### config.mk
export PLATFORM = sky130hd
export DESIGN_NAME = conv_buffer_ctrl_flat
export DESIGN_NICKNAME = d
export VERILOG_FILES = /design/src/rtl/conv_buffer_ctrl_if.sv /design/src/rtl/conv_buffer_ctrl.sv /design/src/flat_wrapper.sv
export SDC_FILE = /design/constraint.sdc
export NUM_CORES = 1
export LEC_CHECK = 0
export BUFFER_PORTS_ARGS = -buffer_cell sky130_fd_sc_hd__buf_2
export CORE_UTILIZATION = 45
export DETAILED_ROUTE_END_ITERATION = 10
export GPL_TIMING_DRIVEN = 0
export PLACE_DENSITY = 0.7
export SETUP_SLACK_MARGIN = 0.5
export SLEW_MARGIN = 5
export SYNTH_ARGS = -nofsm -noshare
export SYNTH_HDL_FRONTEND = slang
export SYNTH_SLANG_ARGS = --single-unit
### constraint.sdc
create_clock -name clk -period 3 [get_ports clk]
set_input_delay 0.3 -clock clk [delete_from_list [all_inputs] [get_ports clk]]
set_output_delay 0.3 -clock clk [all_outputs]
set_load 0.01 [all_outputs]
### src/rtl/conv_buffer_ctrl_if.sv
// Handshake and status bundle between the line-buffer sequencer and its neighbours.
// The slave modport is the controller; the master modport is the upstream/PE side.
interface conv_buffer_ctrl_if #(
    parameter int CNT_BITS = 9
);
    logic                start;
    logic                w_valid;
    logic                w_ready;
    logic                d_valid;
    logic                d_ready;
    logic                pe_ready;
    logic                buffer_weight_fire;
    logic                buffer_data_fire;
    logic                buffer_done;
    logic [4:0]          chan_idx;
    logic [CNT_BITS-1:0] out_row;
    logic [CNT_BITS-1:0] out_col;
    logic                busy;
    logic                layer_done;

    modport slave (
        input  start, w_valid, d_valid, pe_ready,
        output w_ready, d_ready, buffer_weight_fire, buffer_data_fire, buffer_done,
               chan_idx, out_row, out_col, busy, layer_done
    );

    modport master (
        output start, w_valid, d_valid, pe_ready,
        input  w_ready, d_ready, buffer_weight_fire, buffer_data_fire, buffer_done,
               chan_idx, out_row, out_col, busy, layer_done
    );
endinterface

### src/rtl/conv_buffer_ctrl.sv
// Sequencer for the 3x3 sliding-window line buffer: weight load, three-row preload,
// per-channel window beats, and one row refill at the end of every output row.
module conv_buffer_ctrl #(
    parameter int TI         = 3,
    parameter int INPUT_SIZE = 16,
    parameter int KSIZE      = 3,
    parameter int CNT_BITS   = 9
) (
    input  logic               clk,
    input  logic               rst,
    conv_buffer_ctrl_if.slave  bus
);
    typedef enum logic [2:0] {IDLE, LOAD_W, LOAD_D, COMPUTE, REFILL} state_t;

    localparam logic [4:0]          CHAN_LAST = 5'(TI - 1);
    localparam logic [CNT_BITS-1:0] W_LAST    = CNT_BITS'(TI - 1);
    localparam logic [CNT_BITS-1:0] PRE_LAST  = CNT_BITS'(3 * INPUT_SIZE - 1);
    localparam logic [CNT_BITS-1:0] ROW_LAST  = CNT_BITS'(INPUT_SIZE - 1);
    localparam logic [CNT_BITS-1:0] POS_LAST  = CNT_BITS'(INPUT_SIZE - KSIZE);

    state_t              state, state_nx;
    logic [CNT_BITS-1:0] load_cnt, load_cnt_nx;
    logic [CNT_BITS-1:0] out_row, out_row_nx;
    logic [CNT_BITS-1:0] out_col, out_col_nx;
    logic [4:0]          chan, chan_nx;
    logic                w_ready, d_ready, w_fire, d_fire, beat, last_beat;

    // Readies decode straight from the registered state, so they never glitch on inputs.
    assign w_ready   = (state == LOAD_W);
    assign d_ready   = (state == LOAD_D) || (state == REFILL);
    assign w_fire    = w_ready & bus.w_valid;
    assign d_fire    = d_ready & bus.d_valid;
    assign beat      = (state == COMPUTE) & bus.pe_ready;
    assign last_beat = beat && (chan == CHAN_LAST) && (out_col == POS_LAST)
                       && (out_row == POS_LAST);

    assign bus.w_ready            = w_ready;
    assign bus.d_ready            = d_ready;
    assign bus.buffer_weight_fire = w_fire;
    assign bus.buffer_data_fire   = d_fire;
    assign bus.buffer_done        = beat;
    assign bus.chan_idx           = chan;
    assign bus.out_row            = out_row;
    assign bus.out_col            = out_col;
    assign bus.busy               = (state != IDLE);
    assign bus.layer_done         = last_beat;

    always_ff @(posedge clk) begin
        if (rst) begin
            state    <= IDLE;
            load_cnt <= '0;
            out_row  <= '0;
            out_col  <= '0;
            chan     <= '0;
        end else begin
            state    <= state_nx;
            load_cnt <= load_cnt_nx;
            out_row  <= out_row_nx;
            out_col  <= out_col_nx;
            chan     <= chan_nx;
        end
    end

    always_comb begin
        state_nx    = state;
        load_cnt_nx = load_cnt;
        out_row_nx  = out_row;
        out_col_nx  = out_col;
        chan_nx     = chan;
        case (state)
            IDLE: begin
                if (bus.start) begin
                    state_nx    = LOAD_W;
                    load_cnt_nx = '0;
                    out_row_nx  = '0;
                    out_col_nx  = '0;
                    chan_nx     = '0;
                end
            end
            LOAD_W: begin
                if (w_fire) begin
                    if (load_cnt == W_LAST) begin
                        load_cnt_nx = '0;
                        state_nx    = LOAD_D;
                    end else begin
                        load_cnt_nx = load_cnt + 1'b1;
                    end
                end
            end
            LOAD_D: begin
                if (d_fire) begin
                    if (load_cnt == PRE_LAST) begin
                        load_cnt_nx = '0;
                        state_nx    = COMPUTE;
                    end else begin
                        load_cnt_nx = load_cnt + 1'b1;
                    end
                end
            end
            COMPUTE: begin
                // Channel is the fastest index, then column, then row.
                if (beat) begin
                    if (chan == CHAN_LAST) begin
                        chan_nx = '0;
                        if (out_col == POS_LAST) begin
                            out_col_nx = '0;
                            if (out_row == POS_LAST) begin
                                out_row_nx = '0;
                                state_nx   = IDLE;
                            end else begin
                                out_row_nx = out_row + 1'b1;
                                state_nx   = REFILL;
                            end
                        end else begin
                            out_col_nx = out_col + 1'b1;
                        end
                    end else begin
                        chan_nx = chan + 1'b1;
                    end
                end
            end
            REFILL: begin
                if (d_fire) begin
                    if (load_cnt == ROW_LAST) begin
                        load_cnt_nx = '0;
                        state_nx    = COMPUTE;
                    end else begin
                        load_cnt_nx = load_cnt + 1'b1;
                    end
                end
            end
            default: state_nx = IDLE;
        endcase
    end
endmodule

### src/flat_wrapper.sv
// flat-port wrapper written by rule: the top's interface ports become plain ports
module conv_buffer_ctrl_flat 
#(
    parameter int TI         = 3,
    parameter int INPUT_SIZE = 16,
    parameter int KSIZE      = 3,
    parameter int CNT_BITS   = 9
)
  (clk, rst, bus_start, bus_w_valid, bus_d_valid, bus_pe_ready, bus_w_ready, bus_d_ready, bus_buffer_weight_fire, bus_buffer_data_fire, bus_buffer_done, bus_chan_idx, bus_out_row, bus_out_col, bus_busy, bus_layer_done);
  conv_buffer_ctrl_if #(.CNT_BITS(CNT_BITS)) bus_i ();
  input  logic clk;
  input  logic rst;
  input wire logic [$bits(bus_i.start)-1:0] bus_start;
  input wire logic [$bits(bus_i.w_valid)-1:0] bus_w_valid;
  input wire logic [$bits(bus_i.d_valid)-1:0] bus_d_valid;
  input wire logic [$bits(bus_i.pe_ready)-1:0] bus_pe_ready;
  output wire logic [$bits(bus_i.w_ready)-1:0] bus_w_ready;
  output wire logic [$bits(bus_i.d_ready)-1:0] bus_d_ready;
  output wire logic [$bits(bus_i.buffer_weight_fire)-1:0] bus_buffer_weight_fire;
  output wire logic [$bits(bus_i.buffer_data_fire)-1:0] bus_buffer_data_fire;
  output wire logic [$bits(bus_i.buffer_done)-1:0] bus_buffer_done;
  output wire logic [$bits(bus_i.chan_idx)-1:0] bus_chan_idx;
  output wire logic [$bits(bus_i.out_row)-1:0] bus_out_row;
  output wire logic [$bits(bus_i.out_col)-1:0] bus_out_col;
  output wire logic [$bits(bus_i.busy)-1:0] bus_busy;
  output wire logic [$bits(bus_i.layer_done)-1:0] bus_layer_done;
  assign bus_i.start = bus_start;
  assign bus_i.w_valid = bus_w_valid;
  assign bus_i.d_valid = bus_d_valid;
  assign bus_i.pe_ready = bus_pe_ready;
  assign bus_w_ready = bus_i.w_ready;
  assign bus_d_ready = bus_i.d_ready;
  assign bus_buffer_weight_fire = bus_i.buffer_weight_fire;
  assign bus_buffer_data_fire = bus_i.buffer_data_fire;
  assign bus_buffer_done = bus_i.buffer_done;
  assign bus_chan_idx = bus_i.chan_idx;
  assign bus_out_row = bus_i.out_row;
  assign bus_out_col = bus_i.out_col;
  assign bus_busy = bus_i.busy;
  assign bus_layer_done = bus_i.layer_done;
  conv_buffer_ctrl #(.TI(TI), .INPUT_SIZE(INPUT_SIZE), .KSIZE(KSIZE), .CNT_BITS(CNT_BITS)) u_core (.clk(clk), .rst(rst), .bus(bus_i));
endmodule
; After elaboration in Yosys (flattened, before gate mapping)
; Cells that the tools add are included.
[totals]
regBits = 35
out_inout_bits = 30
elab_cells = 78
[op_classes]
add_sub_neg = 4
eq_ne = 20
n_mux = 33
bitwise_logic = 3
reduce_logical = 13
[ops]
columns = cell, count
row1 = 2-to-1 mux 9 bit, 14
row2 = case mux 9 bit (2 select lines), 2
row3 = case mux 9 bit (4 select lines), 1
row4 = 2-to-1 mux 3 bit, 11
row5 = "adder 9 x 1 -> 9 bit, second input constant", 3
row6 = "equality test 9 x 4 -> 1 bit, second input constant", 3
row7 = "inequality test 2 bit, second input constant", 9
row8 = 2-to-1 mux 5 bit, 3
row9 = case mux 3 bit (5 select lines), 1
row10 = case mux 5 bit (2 select lines), 1
row11 = AND reduction 10 bit, 1
row12 = AND reduction 5 bit, 2
row13 = "equality test 9 x 2 -> 1 bit, second input constant", 1
row14 = "equality test 9 x 6 -> 1 bit, second input constant", 1
row15 = "equality test 3 x 2 -> 1 bit, second input constant", 2
row16 = "adder 5 x 1 -> 5 bit, second input constant", 1
row17 = "equality test 5 x 2 -> 1 bit, second input constant", 1
row18 = AND reduction 4 bit, 1
row19 = nonzero test 4 bit, 1
row20 = bitwise AND 1 bit, 3
row21 = "equality test 3 x 1 -> 1 bit, second input constant", 1
row22 = "equality test 3 bit, second input constant", 1
row23 = logical AND 1 bit, 3
row24 = zero test 3 bit, 1
row25 = other kinds (5), 5

; Depth between registers and ports, before layout
; Gate-level depths: netlist of run 1.
[logic_depth]
word_depth = 6
ltp_mapped = 8

; Worst setup path after synthesis of run 1
; Ideal clock, no wire load.
[synth_timing]
path_type = register to register
from = register u_core.out_col[0] (netlist: u_core.bus.out_col[0])
to = register u_core.state[2]
setup_ns = 0.087
t_arrival_ns = 1.982
required_ns = 2.913
path_slack_ns = 0.931
stages_incl_launch_ff = 7
path_cell_list = dfxtp_1 > ha_1 > nor4b_1 > a31oi_1 > or3_1 > or4_1 > o31ai_1
[synth_between]
elab_chain_cells = 3
[synth_lines]
columns = item, line_no
row1 = "start, declared", conv_buffer_ctrl.sv:24  ; logic [CNT_BITS-1:0] out_col, out_col_nx;
row2 = "start signal, assigned", conv_buffer_ctrl.sv:59  ; out_col <= out_col_nx;
row3 = equality test 9 x 4 -> 1 bit, conv_buffer_ctrl.sv:105  ; if (out_col == POS_LAST) begin
row4 = inequality test 2 bit (no source line), n/a
row5 = AND reduction 10 bit (no source line), n/a
row6 = "end signal, assigned", conv_buffer_ctrl.sv:56  ; state <= state_nx;
row7 = "end, declared", conv_buffer_ctrl.sv:21  ; state_t state, state_nx;
; No other way between the ends.
; A chain may end at the register's enable or synchronous reset.

; Final worst setup path of run 1
; Ends and elaborated chain as after synthesis.

==> flow_metrics.env, run 1 <==
export IMPL_synth_edf_count=0
export IMPL_drt_initial_drc_count=108
export IMPL_dieHeight_um=69.4
export IMPL_core_area_mm2=0.00435
export IMPL_worstReg2RegStart="u_core.bus.out_col[0]"
export IMPL_drive_gt1_share_pct=19.2
export IMPL_timing_fmax_ghz=0.442
export IMPL_critPathBufInv=0
export IMPL_grt_pass1_wl_um=7670
export IMPL_synth_area_mm2=0.00204
export IMPL_max_cap_violations=0
export IMPL_power_mw=1.56
export IMPL_finalWeightedCongestion=0.825
export IMPL_rr_endpoint="u_core.state[2]"
export IMPL_power_density_mw_per_mm2=660
export IMPL_synth_fp_nets=263
export IMPL_ioPinCount=36
export IMPL_preCtsSetupSlack_ps=724
export IMPL_ys_warn_count=0
export IMPL_hold_viol=0
export IMPL_min_from="rst"
export IMPL_end_kind="flop"
export IMPL_nNetsFinal=305
export IMPL_worst_slack_ps=735
export IMPL_synthAdderAreaFrac_pct=4.90
export IMPL_cp_required_ps=3210
export IMPL_cp_start_kind="flop"
export IMPL_slowest_stage="or4_1"
export IMPL_totalWireLength_um=4440
export IMPL_synth_xor_area_share_pct=6.43
export IMPL_start_util_pct=46.9
export IMPL_synth_top_family_by_area="simple AND/OR/NAND/NOR gates"
export IMPL_ff2ff_path_depth=6
export IMPL_worstMarginPinSlew_ps=549
export IMPL_postPlaceCellArea_mm2=0.00228
export IMPL_areaGrowthSynthToFinish_pct=15.9
export IMPL_synth_main_ff_cell="dfxtp_1"
export IMPL_setup_viol=0
export IMPL_synthArstFlopShare_pct=0
export IMPL_cts_repair_resized=0
export IMPL_hold_buffers=0
export IMPL_whs_endpoint="u_core.state[2]"
export IMPL_crit_family="simple AND/OR/NAND/NOR gates"
export IMPL_fillers=395
export IMPL_cts_tree="done"
export IMPL_path_clk_slew_ps=70
export IMPL_critPathMaxStageDelay_ps=480
export IMPL_grt_antenna_before_repair=0
export IMPL_synthDistinctLibCells=50
export IMPL_path_max_fanout=5
export IMPL_drc=0
export IMPL_reg2reg_slack_ps=740
export IMPL_postSynthAreaPerCell_um2=8.21
export IMPL_clock_latency_ps=290
export IMPL_peakVddDrop_mv=0.267
export IMPL_num_rows=24
export IMPL_ant_nets=0
export IMPL_tns_ps=0
export IMPL_relSlewSlack_pct=63.3
export IMPL_ys_seq_area_share_pct=34.3
export IMPL_portBuffers=35
export IMPL_whs_ps=258
export IMPL_cts_max_path_buffers=2
export IMPL_htreeDepth=2
export IMPL_dpl_hpwl_um=3200
export IMPL_synthSimpleGateAreaFrac_pct=33.7
export IMPL_fp_dieW_um=69.4
export IMPL_synthMuxAreaShare_pct=1.04
export IMPL_critPathArrivalTime_ps=2480
export IMPL_crit_chain="ha_1 > nor4b_1 > a31oi_1 > or3_1 > or4_1 > o31ai_1"
export IMPL_min_period_ps=2260
export IMPL_clock_sinks=35
export IMPL_route_vias_total=1915
export IMPL_synth_compound_area_share_pct=14.5
export IMPL_cts_root_buf="clkbuf_8"
export IMPL_clock_skew_final_ps=6.10
export IMPL_fin_cells=344
export IMPL_grt_start_max_net_pins=12
export IMPL_synthCells=249
export IMPL_groute_usage_overall_pct=19.3
export IMPL_min_path_cells=2
export IMPL_slew_viol_final=0
export IMPL_finalCritPeriodShare_pct=75.5
export IMPL_dieArea_mm2=0.00481
export IMPL_numCtsBuffers=5
export IMPL_vias_per_cell=5.57
export IMPL_finish_utilization_pct=54.4
export IMPL_outcome="completed"
export IMPL_ys_seq_elements=35
export IMPL_hold_class="input port to flop"
export IMPL_routedWlPerCell_um=12.9
export IMPL_rsz0062_at_grt="false"
export IMPL_grt_ovfl_total=0
export IMPL_dp_cells=336
export IMPL_grt_pass1_vias=1728
export IMPL_post_cts_buffers=0
export IMPL_n_antenna_cell=0
export IMPL_final_cell_area_mm2=0.00237
export IMPL_p_leak_nw=0.963
export IMPL_crit_type="flop to flop"
export IMPL_first_pass_iters=4
-- layout by cell type, fill, tap and decap left out, drive strengths merged, types with 4 or more instances in the layout --
| master | Yosys | layout |
|---|---|---|
| a211oi | 4 | 4 |
| a21oi | 18 | 18 |
| a31oi | 8 | 8 |
| and2 | 5 | 5 |
| and3 | 7 | 7 |
| buf | 6 | 41 |
| clkbuf | 7 | 13 |
| dfxtp | 35 | 35 |
| ha | 8 | 8 |
| inv | 9 | 9 |
| nand2 | 15 | 15 |
| nand3 | 16 | 16 |
| nand4 | 7 | 7 |
| nor2 | 26 | 26 |
| nor3 | 4 | 4 |
| o21ai | 12 | 12 |
| or3 | 6 | 6 |
| or3b | 5 | 5 |
| or4 | 7 | 7 |
| xor2 | 12 | 12 |
-- cells by family (layout without fill, tap and decap cells) --
kind of cell,Yosys count,count (layout)
AND/OR/NAND/NOR,118,118
AO/OA/AOI/OAI,49,49
flip-flops,35,35
buffers and inverters,22,65
XOR/XNOR,15,15
adder cells (fa/ha/maj),8,8
multiplexers,2,2
-- metal layers --
layer	vias to the layer above	GRT usage, %	share of wire [%]
li1	990	-	-
met1	870	26.4	49
met2	49	30.3	46
met3	6	3.34	4.0
met4	0	7.26	1.2
met5	-	0	0
-- cells in the mapped netlist (4+ instances only) --
master	number	area, um2
a21oi_1	18	90.1
a31oi_1	8	50.1
and2_1	4	25.0
and3_1	7	43.8
clkbuf_1	7	26.3
dfxtp_1	35	701
ha_1	8	100
inv_1	9	33.8
nand2_1	15	56.3
nand3_1	16	80.1
nand4_1	7	43.8
nor2_1	26	97.6
nor3_1	4	20.0
o21ai_0	9	45.0
or3_1	6	37.5
or3b_1	4	35.0
or4_1	7	52.6
xor2_1	12	105
-- layout make-up --
class	count	area (um2)	share of cell area [%]
Multi-Input combinational cell	192	1240	52.2
Sequential cell	35	701	29.6
Timing Repair Buffer	35	175	7.40
Clock buffer	6	72.6	3.06
Buffer	13	71.3	3.01
Tap cell	52	65.1	2.75
Inverter	9	33.8	1.43
Clock inverter	2	12.5	0.528
-- flip-flops by register name (all words and copies together) (netlist names) --
signal and cells:
u_core.bus.out_row 9, u_core.load_cnt 9, u_core.bus.out_col 9, u_core.bus.chan_idx 5, u_core.state 3
-- worst max path at each step --
stage	from	to	depth (start not counted)
final	u_core.bus.out_col[0]	u_core.state[2]	6
after global routing	u_core.state[2]	u_core.load_cnt[0]	6
after CTS	u_core.bus.out_col[0]	u_core.state[2]	6
after detailed placement	u_core.bus.out_col[0]	u_core.state[2]	6
after global placement	u_core.bus.out_col[0]	u_core.state[2]	6
after floorplan	u_core.bus.out_col[0]	u_core.state[2]	6
-- power breakdown --
group | switching, mW | leakage [nW] | total (mW) | internal, mW
sequential | 0.0401 | 0.283 | 0.542 | 0.502
combinational | 0.427 | 0.638 | 0.682 | 0.255
clock | 0.178 | 0.0412 | 0.340 | 0.162
total | 0.645 | 0.963 | 1.56 | 0.919
(Power assumes the default switching activity.)
==> run 2: changes to the inputs <==
==> constraint.sdc (replaced) <==
create_clock -name clk -period 2.2 [get_ports clk]
set_input_delay 0.22 -clock clk [delete_from_list [all_inputs] [get_ports clk]]
set_output_delay 0.22 -clock clk [all_outputs]
set_load 0.01 [all_outputs]
==> flow_metrics.env, run 2 (synthesized netlist as in run 1, its figures left out) <==
export IMPL_fillers=340
export IMPL_min_period_ps=2050
export IMPL_grt_pass1_wl_um=8420
export IMPL_clock_sinks=35
export IMPL_grt_start_max_net_pins=12
export IMPL_nNetsFinal=337
export IMPL_crit_type="flop to flop"
export IMPL_cp_required_ps=2390
export IMPL_route_vias_total=2102
export IMPL_rsz0062_at_grt="true"
export IMPL_dpl_hpwl_um=3300
export IMPL_end_kind="flop"
export IMPL_start_util_pct=46.9
export IMPL_setup_viol=0
export IMPL_drt_initial_drc_count=130
export IMPL_cts_root_buf="clkbuf_8"
export IMPL_cts_max_path_buffers=2
export IMPL_peakVddDrop_mv=0.526
export IMPL_layout_common_cells="buf_2, buf_4, nor2_1"
export IMPL_fp_dieW_um=69.4
export IMPL_finalWeightedCongestion=0.769
export IMPL_hold_buffers=0
export IMPL_areaGrowthSynthToFinish_pct=49.1
export IMPL_tns_ps=0
export IMPL_dieHeight_um=69.4
export IMPL_clock_skew_final_ps=9.34
export IMPL_hold_class="input port to flop"
export IMPL_critPathArrivalTime_ps=2240
export IMPL_dp_cells=336
export IMPL_outcome="completed"
export IMPL_groute_usage_overall_pct=21.5
export IMPL_timing_fmax_ghz=0.488
export IMPL_critPathMaxStageDelay_ps=440
export IMPL_worstMarginPinSlew_ps=612
export IMPL_grt_pass1_vias=1834
export IMPL_num_rows=24
export IMPL_core_area_mm2=0.00435
export IMPL_clock_latency_ps=300
export IMPL_grt_antenna_before_repair=0
export IMPL_ioPinCount=36
export IMPL_relSlewSlack_pct=59.2
export IMPL_final_common_cell="buf_2"
export IMPL_slew_viol_final=0
export IMPL_finalCritPeriodShare_pct=93.1
export IMPL_slowest_stage="dfxtp_2"
export IMPL_htreeDepth=2
export IMPL_worstReg2RegStart="u_core.state[0]"
export IMPL_totalWireLength_um=5780
export IMPL_max_cap_violations=0
export IMPL_cp_start_kind="flop"
export IMPL_hold_viol=0
export IMPL_crit_family="simple AND/OR/NAND/NOR gates"
export IMPL_largestRegisters="u_core.bus.out_col x9, u_core.bus.out_row x9, u_core.load_cnt x9"
export IMPL_path_max_fanout=10
export IMPL_critPathBufInv=1
export IMPL_fin_cells=376
export IMPL_path_clk_slew_ps=80
export IMPL_power_density_mw_per_mm2=1060
export IMPL_ant_nets=0
export IMPL_crit_chain="buf_4 > nor2_1 > a32o_1 > or3_4 > or4_1 > o31ai_1"
export IMPL_n_antenna_cell=0
export IMPL_cts_tree="done"
export IMPL_numCtsBuffers=5
export IMPL_routedWlPerCell_um=15.4
export IMPL_portBuffers=35
export IMPL_drive_gt1_share_pct=46.6
export IMPL_critPathLaunch="u_core.state[0]"
export IMPL_grt_ovfl_total=0
export IMPL_min_from="rst"
export IMPL_dieArea_mm2=0.00481
export IMPL_p_leak_nw=1.25
export IMPL_vias_per_cell=5.59
export IMPL_drc=0
export IMPL_first_pass_iters=4
-- run 2: cell count changes in the layout (fill, tap and decap cells not counted), moves of 4 or more --
cell / change
nor2_1: -4
dfxtp_1: -17
dfxtp_4: +8
clkbuf_1: -6
clkbuf_8: +4
buf_6: +8
buf_4: +25
dfxtp_2: +9
a21oi_2: +5
a21oi_1: -6
-- run 2: path summary, 6_finish.rpt --
path	to	cells past startpoint	slack, ps
max	u_core.state[2]	6	150
min reg2reg	u_core.load_cnt[6]	2	500
min	u_core.state[2]	2	200
max reg2reg	u_core.state[2]	6	150
-- run 2: where the power goes --
group          internal [mW]  switching (mW)  total, mW
registers              0.699          0.0672      0.766
logic                  0.986           0.939       1.93
clock network          0.285           0.257      0.543
total                   1.97            1.26       3.23
-- run 2: area by class of cell --
| cell class | instances | area, um2 | share of cell area [%] |
|---|---|---|---|
| buffer | 13 | 126 | 4.15 |
| clock buffer | 7 | 96.3 | 3.16 |
| clock inverter | 1 | 7.51 | 0.246 |
| inverter | 9 | 36.3 | 1.19 |
| multi-input combinational | 192 | 1530 | 50.3 |
| sequential | 35 | 742 | 24.4 |
| tap | 52 | 65.1 | 2.14 |
| timing repair buffer | 67 | 442 | 14.5 |
-- run 2: worst register-to-register path: cells and delay by family (launching register included) --
family                 cells  cell delay, ps
AND/OR/NAND/NOR            3             940
buffers and inverters      1             210
AO/OA/AOI/OAI              2             340
flip-flops                 1             440
-- run 2: stage by stage --
step                cell area (um2)  power, mW  setup slack, ps  util [%]  hold WS, ps
finish                         3050       3.23              152      70.0          196
global route                   3050       3.38              118      70.0          201
CTS                            2810       2.80              112      64.6          189
detailed placement             2410       1.86              132      55.3          486
global placement               2410       1.86              127      55.3          482
floorplan                      2170       1.61              303         -          323
-- run 2: timing repair --
| action | in CTS | in global routing |
|---|---|---|
| resized for setup | 36 | 48 |
| gates cloned | 3 | 0 |
| setup endpoints to repair | 36 | 35 |
| buffers inserted | 19 | 10 |
| pin swaps | 22 | 25 |
-- run 2: metal layers --
metal  global-route usage (%)  part of all wire [%]  vias up
li1                         -                     -     1050
met1                     28.4                    46      989
met3                     3.34                   3.6       10
met5                        0                     0        -
met4                     9.75                   1.6        0
met2                     34.5                    49       53
==> run 3: changes to the inputs <==
--- a/config.mk
+++ b/config.mk
@@ -8,7 +8,6 @@
 export BUFFER_PORTS_ARGS = -buffer_cell sky130_fd_sc_hd__buf_2
 export CORE_UTILIZATION = 45
 export DETAILED_ROUTE_END_ITERATION = 10
-export GPL_TIMING_DRIVEN = 0
 export PLACE_DENSITY = 0.7
 export SETUP_SLACK_MARGIN = 0.5
 export SLEW_MARGIN = 5
==> constraint.sdc (replaced) <==
create_clock -name clk -period 2.2 [get_ports clk]
set_input_delay 0.33 -clock clk [delete_from_list [all_inputs] [get_ports clk]]
set_output_delay 0.33 -clock clk [all_outputs]
set_load 0.01 [all_outputs]
==> flow_metrics.env, run 3 (synthesized netlist as in run 1, its figures left out) <==
export IMPL_cts_root_buf="clkbuf_8"
export IMPL_endpoint="u_core.bus.out_row[6]"
export IMPL_n_antenna_cell=0
export IMPL_path_max_fanout=8
export IMPL_clock_latency_ps=290
export IMPL_crit_type="flop to flop"
export IMPL_clock_sinks=35
export IMPL_critPathMaxStageDelay_ps=430
export IMPL_critPathArrivalTime_ps=2280
export IMPL_multi_input_area_mm2=0.00152
export IMPL_tns_ps=0
export IMPL_power_density_mw_per_mm2=1030
export IMPL_final_common_cell="buf_2"
export IMPL_p_int_mw=1.84
export IMPL_drive_gt1_share_pct=43.8
export IMPL_swShare_pct=39.7
export IMPL_min_period_ps=2060
export IMPL_drt_initial_drc_count=137
export IMPL_rr_endpoint="u_core.bus.out_row[6]"
export IMPL_ant_nets=0
export IMPL_peakVddDrop_mv=0.383
export IMPL_hold_class="input port to flop"
export IMPL_cts_tree="done"
export IMPL_groute_usage_overall_pct=20.8
export IMPL_cp_required_ps=2420
export IMPL_layout_common_cells="buf_2, buf_4, nor2_1"
export IMPL_finalWeightedCongestion=0.810
export IMPL_critPathBufInv=1
export IMPL_totalWireLength_um=5800
export IMPL_worst_slack_ps=138
export IMPL_end_kind="flop"
export IMPL_worstReg2RegStart="u_core.bus.chan_idx[0]"
export IMPL_critPathLaunch="u_core.bus.chan_idx[0]"
export IMPL_areaGrowthSynthToFinish_pct=45.8
export IMPL_start_util_pct=46.9
export IMPL_crit_cells=7
export IMPL_drc=0
export IMPL_timing_fmax_ghz=0.485
export IMPL_relSlewSlack_pct=69.0
export IMPL_clock_skew_final_ps=8.12
export IMPL_fp_dieW_um=69.4
export IMPL_power_switching_mw=1.21
export IMPL_cts_max_path_buffers=2
export IMPL_fin_cells=369
export IMPL_slowest_stage="or3b_4"
export IMPL_dp_cells=332
export IMPL_vias_per_cell=5.83
export IMPL_grt_antenna_before_repair=0
export IMPL_dpl_hpwl_um=3170
export IMPL_portBuffers=35
export IMPL_grt_pass1_vias=1813
export IMPL_pwr_share_comb_pct=58.0
export IMPL_ff2ff_path_depth=7
export IMPL_dieArea_mm2=0.00481
export IMPL_core_area_mm2=0.00435
export IMPL_grt_pass1_wl_um=8070
export IMPL_max_cap_violations=0
export IMPL_crit_chain="inv_4 > ha_4 > nor4b_4 > a22o_1 > or3b_4 > or4_1 > a21oi_1"
export IMPL_crit_family="simple AND/OR/NAND/NOR gates"
export IMPL_slew_viol_final=0
export IMPL_fillers=340
export IMPL_reg2reg_slack_ps=140
export IMPL_preCtsSetupSlack_ps=142
export IMPL_grt_ovfl_total=0
export IMPL_finish_utilization_pct=68.4
export IMPL_num_rows=24
export IMPL_hold_viol=0
export IMPL_whs_ps=470
export IMPL_cp_start_kind="flop"
export IMPL_largestRegisters="u_core.bus.out_col x9, u_core.bus.out_row x9, u_core.load_cnt x9"
export IMPL_p_clk_share_pct=15.9
export IMPL_pwr_share_seq_pct=26.1
export IMPL_ioPinCount=36
export IMPL_rsz0062_at_grt="true"
export IMPL_seq_area_um2=732
export IMPL_grt_start_max_net_pins=25
export IMPL_min_path_cells=2
export IMPL_route_vias_total=2150
export IMPL_nNetsFinal=331
export IMPL_first_pass_iters=4
export IMPL_htreeDepth=2
export IMPL_p_leak_nw=1.19
export IMPL_finalCritPeriodShare_pct=93.7
export IMPL_worstMarginPinSlew_ps=465
export IMPL_dieHeight_um=69.4
export IMPL_setup_viol=0
export IMPL_routedWlPerCell_um=15.7
export IMPL_numCtsBuffers=5
export IMPL_path_clk_slew_ps=70
export IMPL_outcome="completed"
-- run 3: repair_timing --
item	in CTS	in global routing
setup buffers	11	18
hold buffers	0	0
resized for setup	26	45
pin swaps	12	30
gates cloned	1	0
endpoints found under the setup margin	37	39
-- run 3: how the worst min path moves through the flow --
stage                     startpoint                    end  slack [ps]
2_1_floorplan                    rst        u_core.state[2]         430
3_3_place_gp      u_core.load_cnt[7]     u_core.load_cnt[7]         480
3_5_place_dp   u_core.bus.out_row[1]  u_core.bus.out_row[1]         490
4_1_cts                          rst     u_core.load_cnt[1]         450
5_1_grt                          rst     u_core.load_cnt[1]         470
6_report                         rst     u_core.load_cnt[1]         470
-- run 3: layout make-up --
| type | instances | area share [%] |
|---|---|---|
| tap | 52 | 2.18 |
| clock inverter | 1 | 0.168 |
| clock buffer | 6 | 2.77 |
| timing repair buffer | 74 | 18.2 |
| sequential | 35 | 24.6 |
| inverter | 9 | 1.22 |
| multi-input combinational | 192 | 50.9 |
-- run 3: metrics by stage --
stage | total power, mW | cell area (um2)
after floorplan | 1.61 | 2170
after detailed placement | 1.78 | 2370
after CTS | 2.56 | 2660
final | 3.06 | 2980
after global routing | 3.22 | 2980
after global placement | 1.78 | 2370
-- run 3: per-layer routing --
layer,vias to the layer above,track usage [%],wire length [um]
li1,1036,-,-
met1,1033,27.0,2540
met2,68,33.4,2830
met3,13,4.94,289
met4,0,7.48,133
met5,-,0,0
-- run 3: power by group through the flow --
stage	combinational (mW)	sequential (mW)	clock, mW
global placement	0.984	0.797	0
global route	1.89	0.808	0.520
CTS	1.26	0.796	0.504
detailed placement	0.985	0.799	0
floorplan	0.844	0.765	0
finish	1.77	0.797	0.486
